**config.mk**
```make
export PLATFORM = sky130hd
export DESIGN_NAME = inner_fn_arbiter
export DESIGN_NICKNAME = d
export VERILOG_FILES = /design/src/rtl/inner_fn_arbiter.sv
export SDC_FILE = /design/constraint.sdc
export NUM_CORES = 1
export LEC_CHECK = 0
export ABC_AREA = 1
export CAP_MARGIN = 20
export CORE_MARGIN = 10
export CORE_UTILIZATION = 54
export DETAILED_ROUTE_END_ITERATION = 8
export PLACE_DENSITY_LB_ADDON = 0.05
export SETUP_SLACK_MARGIN = 0.3
export SLEW_MARGIN = 20
export SYNTH_ARGS = -nofsm -noshare
export SYNTH_HDL_FRONTEND = slang
export SYNTH_SLANG_ARGS = --single-unit
```
**constraint.sdc**
```tcl
create_clock -name clock -period 16 [get_ports clock]
set_input_delay 1.6 -clock clock [delete_from_list [all_inputs] [get_ports clock]]
set_output_delay 1.6 -clock clock [all_outputs]
set_load 0.01 [all_outputs]
```
**src/rtl/inner_fn_arbiter.sv**
```systemverilog
// Round-robin sequencer sharing one start/done float unit between NUM_REQ requesters.
// Optional WAIT watchdog with quiet-NaN error response: define INNER_ARB_TIMEOUT_EN.
module inner_fn_arbiter #(
    parameter int NUM_REQ        = 4,
    parameter int IDX_W          = 2,
    parameter int TIMEOUT_CYCLES = 64
) (
    input  logic                  clock,
    input  logic                  aclr,
    input  logic                  clk_en,
    input  logic [NUM_REQ-1:0]    req_start,
    input  logic [32*NUM_REQ-1:0] req_dataa,
    output logic [NUM_REQ-1:0]    req_busy,
    output logic [NUM_REQ-1:0]    req_done,
    output logic [NUM_REQ-1:0]    req_err,
    output logic [31:0]           req_result,
    output logic                  unit_aclr,
    output logic                  unit_clk_en,
    output logic                  unit_start,
    output logic [31:0]           unit_dataa,
    input  logic [31:0]           unit_result,
    input  logic                  unit_done
);

    typedef enum logic [1:0] {IDLE, ISSUE, WAIT, RESP} state_e;

    if (NUM_REQ < 2 || NUM_REQ > 8 || IDX_W < 1 || (1 << IDX_W) < NUM_REQ ||
        TIMEOUT_CYCLES < 1) begin : g_bad_cfg
        $error("inner_fn_arbiter: unsupported parameter combination");
    end

    state_e               state_q, state_d;
    logic [NUM_REQ-1:0]   pending_q, pending_d;
    logic [31:0]          hold_q [NUM_REQ];
    logic [31:0]          hold_d [NUM_REQ];
    logic [IDX_W-1:0]     idx_q, idx_d;
    logic [IDX_W-1:0]     rr_ptr_q, rr_ptr_d;
    logic [31:0]          dataa_q, dataa_d;
    logic [31:0]          res_q, res_d;

    logic                 grant_vld;
    logic [IDX_W-1:0]     grant_idx;
    logic [IDX_W-1:0]     next_ptr;
    logic [NUM_REQ-1:0]   capture;
    logic                 timeout;

    // Busy covers buffered work plus the in-service slot until its RESP cycle.
    always_comb begin
        req_busy = pending_q;
        if (state_q == ISSUE || state_q == WAIT) begin
            req_busy[idx_q] = 1'b1;
        end
    end

    assign capture  = req_start & ~req_busy;
    assign next_ptr = (idx_q == IDX_W'(NUM_REQ - 1)) ? '0 : idx_q + 1'b1;

    // Descending scan so the lowest offset from rr_ptr_q wins.
    always_comb begin
        logic [IDX_W-1:0] cand;
        cand      = '0;
        grant_vld = 1'b0;
        grant_idx = '0;
        for (int k = NUM_REQ - 1; k >= 0; k--) begin
            cand = IDX_W'((int'(rr_ptr_q) + k) % NUM_REQ);
            if (pending_q[cand]) begin
                grant_vld = 1'b1;
                grant_idx = cand;
            end
        end
    end

`ifdef INNER_ARB_TIMEOUT_EN
    localparam int CNT_W = $clog2(TIMEOUT_CYCLES + 1);

    logic [CNT_W-1:0] wd_cnt_q;
    logic             err_q;

    assign timeout = (state_q == WAIT) && !unit_done &&
                     (wd_cnt_q == CNT_W'(TIMEOUT_CYCLES - 1));

    always_ff @(posedge clock or posedge aclr) begin
        if (aclr) begin
            wd_cnt_q <= '0;
            err_q    <= 1'b0;
        end else if (clk_en) begin
            if (state_q == ISSUE) begin
                wd_cnt_q <= '0;
                err_q    <= 1'b0;
            end else if (state_q == WAIT) begin
                wd_cnt_q <= wd_cnt_q + 1'b1;
                err_q    <= timeout;
            end
        end
    end
`else
    assign timeout = 1'b0;
`endif

    always_ff @(posedge clock or posedge aclr) begin
        if (aclr) begin
            state_q   <= IDLE;
            pending_q <= '0;
            idx_q     <= '0;
            rr_ptr_q  <= '0;
            dataa_q   <= '0;
            res_q     <= '0;
            // NOTE: operand buffers are cleared as well, so no pre-reset operand can reach unit_dataa.
            for (int i = 0; i < NUM_REQ; i++) begin
                hold_q[i] <= '0;
            end
        end else if (clk_en) begin
            // NOTE: non-blocking, so every register samples pre-edge values whatever the statement order.
            state_q   <= state_d;
            pending_q <= pending_d;
            hold_q    <= hold_d;
            idx_q     <= idx_d;
            rr_ptr_q  <= rr_ptr_d;
            dataa_q   <= dataa_d;
            res_q     <= res_d;
        end
    end

    always_comb begin
        // NOTE: every target gets a default first so no path through the case can infer a latch.
        state_d   = state_q;
        pending_d = pending_q | capture;
        hold_d    = hold_q;
        idx_d     = idx_q;
        rr_ptr_d  = rr_ptr_q;
        dataa_d   = dataa_q;
        res_d     = res_q;
        for (int i = 0; i < NUM_REQ; i++) begin
            if (capture[i]) begin
                hold_d[i] = req_dataa[32*i +: 32];
            end
        end
        case (state_q)
            IDLE: begin
                if (grant_vld) begin
                    idx_d                = grant_idx;
                    dataa_d              = hold_q[grant_idx];
                    pending_d[grant_idx] = 1'b0;
                    state_d              = ISSUE;
                end
            end
            ISSUE: state_d = WAIT;
            WAIT: begin
                if (unit_done) begin
                    res_d   = unit_result;
                    state_d = RESP;
                end else if (timeout) begin
                    res_d   = 32'h7fc0_0000;
                    state_d = RESP;
                end
            end
            RESP: begin
                rr_ptr_d = next_ptr;
                state_d  = IDLE;
            end
            default: state_d = IDLE;
        endcase
    end

    always_comb begin
        unit_start  = (state_q == ISSUE);
        unit_dataa  = dataa_q;
        unit_clk_en = clk_en;
        unit_aclr   = aclr;
        req_done    = '0;
        req_err     = '0;
        req_result  = '0;
        if (state_q == RESP) begin
            req_done[idx_q] = 1'b1;
            req_result      = res_q;
`ifdef INNER_ARB_TIMEOUT_EN
            if (err_q) begin
                req_err[idx_q] = 1'b1;
                unit_aclr      = 1'b1;
            end
`endif
        end
    end

endmodule
```
Yosys cells after proc, flatten, opt, wreduce, memory -nomap -nowiden
Cells that the tools add are included.
{ "totals": {"in_bits": 168, "output_inout_bits": 79, "wordCells": 80, "register_bits": 202} }
{ "op_classes": {"add_sub_neg": 4, "n_bitwise": 7, "n_reduce_logical": 12, "muxes": 32, "eq_ne": 6, "n_lt_le_gt_ge": 9} }
{ "op_table": {"columns": ["op", "n"], "rows": [
  ["$mux W32", 3],
  ["$bmux W32 S2", 1],
  ["$lt A2 B3 Y1 const B", 6],
  ["$mux W4", 4],
  ["$mux W2", 7],
  ["$mux W1", 10],
  ["$reduce_and A2 Y1", 5],
  ["$reduce_and A3 Y1", 3],
  ["$and A4 B4 Y4", 2],
  ["$bmux W1 S2", 4],
  ["$not A4 Y4", 2],
  ["$or A4 B4 Y4", 2],
  ["$pmux W2 S4", 1],
  ["$eq A2 B2 Y1 const B", 3],
  ["$add A2 B1 Y2 const B", 2],
  ["$add A2 B2 Y2 const B", 2],
  ["$demux W1 S2", 2],
  ["$ge A2 B1 Y1 const B", 2],
  ["$ne A2 B2 Y1 const B", 2],
  ["$ge A3 B3 Y1 const B", 1],
  ["$not A2 Y3", 1],
  ["$eq A2 B1 Y1 const B", 1],
  ["$logic_and A1 B1 Y1", 2],
  ["$logic_not A2 Y1", 1],
  ["$logic_or A1 B1 Y1", 1]
]} }

Longest topological paths before layout
{ "depth": {"ltp_word": 15, "depth_mapped": 16, "mapped_depth_nobuf": 15} }

Worst setup path before layout
OpenSTA, ideal clock, no wires.
{ "synth_path": {"path_kind": "input to output", "from": "input port aclr", "to": "output port unit_aclr", "path_buffers": 1, "t_arrival_ps": 1719, "required_time_ps": 14400, "path_stages": 1, "path_slack_ps": 12681, "path_cell_list": "buf_4"} }
{ "synth_rtl": {"columns": ["item", "line", "source"], "rows": [
  ["start: declaration", "9", "input logic aclr,"],
  ["end: declaration", "17", "output logic unit_aclr,"]
]} }
No word-level cell between the ends.

Worst setup path after layout
{ "layout_path": {"from": "input port clk_en", "to": "output port unit_clk_en"} }
{ "layout_rtl": {"columns": ["item", "line", "source"], "rows": [
  ["start: declaration", "10", "input logic clk_en,"],
  ["end: declaration", "18", "output logic unit_clk_en,"]
]} }
No word-level cell between the ends.

==> out/qor.yml <==
setup_path:
  slowest_delay_ns: 0.66
  path_cells: "clkdlybuf4s50_1 > clkdlybuf4s50_1"
  worstPathRequired_ns: 14.40
  r2r-start: "rr_ptr_q[0]"
  worstSetupStartpoint: "clk_en"
  rrSetupSlack_ns: 12.33
  path_max_fanout: 9
  worst-path-buf-inv: 2
  critical-path-top-delay-family: "buffers and inverters"
  critPathLaunchType: "input pin"
  crit_slowest_cell: "clkdlybuf4s50_1"
  cp-end-kind: "output port"
  critPathMostFrequentCell: "clkdlybuf4s50_1"
  worstPathArrival_ns: 2.87
  critPathKind: "in2out"
layout:
  area_delta_synth_final_pct: 31.1
  final_util: 0.717
  final_nets: 1601
  diodes: 0
  drive_gt1_frac: 0.0800
  fill_cells: 1452
place:
  place.gp.congestion: 0.841
  port_buffers: 242
  dpl.hpwl_mm: 17.9
die:
  fp.dieW_um: 155
  dieArea_sq_um: 23900
  dieHeight_um: 155
  row_count: 49
  coreArea_sq_um: 17900
  ios: 247
  initial_utilization: 0.547
sta:
  post-route-period-util: 0.280
  setup_tns_ns: 0
  tightest_slew_ns: 1.05
  setup_viol: 0
  finalHoldViolCount: 0
  min_period_ns: 4.47
  rsz0062_at_grt: "no"
  slew_violations: 0
  clock_skew_ns: 0.0202
  max_freq_ghz: 0.224
  max_slew_margin: 0.303
pwr:
  switchingPower_w: 0.00118
  netSwitchingFraction: 0.428
  p_clk_frac: 0.181
  p_seq_frac: 0.314
  leakage_nw: 6.66
  p_int_w: 0.00158
  power.density_nw_per_um2: 215
  vdd_ir_drop_max_mv: 0.179
  power_frac_comb: 0.505
worst_hold_path:
  min-delay-start: "hold_q[13]"
  min_path_type: "reg2reg"
cts:
  cts.reportedPaths.clkPinSlew_ns: 0.06
  clk_path_buf_depth: 3
  cts_setup_buffers: 0
  cts-root-buf: "clkbuf_16"
  cts_tree: "built"
  cts.sinks: 202
  hold_buffers: 0
  clk_latency_ns: 0.51
  cts_buffers: 23
  cts_htree_levels: 1
  cts_repair_resize_count: 0
synthesis:
  yosysMostFrequentCell: "nand2_1"
  synth.distinct_cells: 29
  yosys-top-cells-area: "dfrtp_1 52%, nand2_1 21%, inv_1 4.5%"
  syn_inst: 1223
  synthTopCellsByCount: "548 x nand2_1, 202 x dfrtp_1, 118 x inv_1"
  ys_seq_elements: 202
  syn_avg_cell_area_sq_um: 8.01
  synth_edf_count: 0
  async_reset_ff_frac: 1.00
  synth_compound_area_frac: 0.0420
  netlist_area_sq_um: 9790
  synth_seq_area_share: 0.516
  synth_top_cell_by_area: "dfrtp_1"
  synth-adder-area-share: 0.0102
  yosys.area_share.simple: 0.299
  synthMuxAreaShare: 0.0368
  synth_top_family_by_area: "simple AND/OR/NAND/NOR gates"
  ys.flop_type: "dfrtp_1"
  synth_xor_area_frac: 0.000894
  ys.warnings.count: 0
  yosys.area.top_type_share: 0.516
detailed_routing:
  wirelength_mm: 28.1
  ant_nets: 0
  drt_iter0_drc: 509
  drc_errors: 0
  viasPerCell: 5.08
  dr.pass1.iters: 5
  vias: 8458
  wl_per_cell_um: 16.9
global_route:
  antenna_found_initial: 1
  grt_max_degree: 121
  grt_pass1_vias: 8726
  grt_usage: 0.229
  grt_pass1_wl_mm: 45.3
  gr-total-overflow: 0
run_status:
  status: "complete, no violations"
flow_run:
  maxCapViolCount: 0
-- power groups by stage --
stage / Clock (W) / Sequential (W) / Combinational (W)
after global routing: 0.000525 / 0.000899 / 0.00158
after CTS: 0.000509 / 0.000867 / 0.00140
final: 0.000501 / 0.000869 / 0.00139
after floorplan: 0 / 0.000861 / 0.00103
after global placement: 0 / 0.000864 / 0.00137
after detailed placement: 0 / 0.000873 / 0.00139
-- worst paths after layout --
kind	endpoint	cells past startpoint
max	unit_clk_en	2
min	hold_q[13]	2
max reg2reg	unit_dataa[3]	14
min reg2reg	hold_q[13]	2
max in group asynchronous	hold_q[48]	3
min in group asynchronous	hold_q[53]	2
-- through the flow --
stage / setup WS [ns] / std cells / hold slack (ns) / cell area (sq um) / power [W]
2_1_floorplan: 8.89 / 1226 / 0.449 / 9800 / 0.00189
3_3_place_gp: 11.54 / 1629 / 0.462 / 12100 / 0.00223
3_5_place_dp: 11.52 / 1629 / 0.465 / 12100 / 0.00226
4_1_cts: 11.52 / 1666 / 0.481 / 12800 / 0.00278
5_1_grt: 11.48 / 1666 / 0.493 / 12800 / 0.00300
6_report: 11.53 / 1666 / 0.477 / 12800 / 0.00276
-- flip-flops by register name, summed over array words and instances (netlist names) --
name	flops
hold_q	128
idx_q	2
pending_q	4
res_q	32
rr_ptr_q	2
state_q	2
unit_dataa	32
-- cells in the final DEF (no fill, tap or decap), types with 5 or more instances in the layout --
master,netlist,routed
clkbuf_8,0,5
nor2_1,34,34
mux2_2,32,32
o21ai_0,35,35
clkdlybuf4s50_1,0,242
nand2_1,548,548
inv_2,5,7
ha_1,8,8
inv_1,118,114
dfrtp_1,202,202
a21oi_1,37,37
nand3_1,82,82
buf_4,10,6
nand3_2,22,21
clkbuf_16,0,23
-- metal layers --
layer / vias to the layer above / global-route usage / share of wire
li1: 4136 / - / -
met1: 4001 / 0.289 / 0.43
met2: 280 / 0.388 / 0.48
met3: 39 / 0.0532 / 0.075
met4: 2 / 0.0553 / 0.017
met5: - / 0 / 0.00032
-- kinds of logic (layout without fill, tap and decap cells) --
| logic type | count (synthesis) | after routing |
|---|---|---|
| simple gates | 702 | 702 |
| flops | 202 | 202 |
| buf+inv | 198 | 409 |
| compound gates | 79 | 79 |
| mux | 32 | 32 |
| fa+ha+maj | 8 | 8 |
| other cells | 1 | 4 |
| xor+xnor | 1 | 1 |
-- final cells by class --
cell class,count,area (sq um),area share
Sequential cell,202,5050,0.394
Multi-Input combinational cell,826,3840,0.299
Timing Repair Buffer,249,2480,0.193
Clock buffer,32,659,0.0514
Inverter,123,470,0.0366
Tap cell,229,287,0.0223
Clock inverter,5,53.8,0.00419
Power figures use the tool's default switching activity.
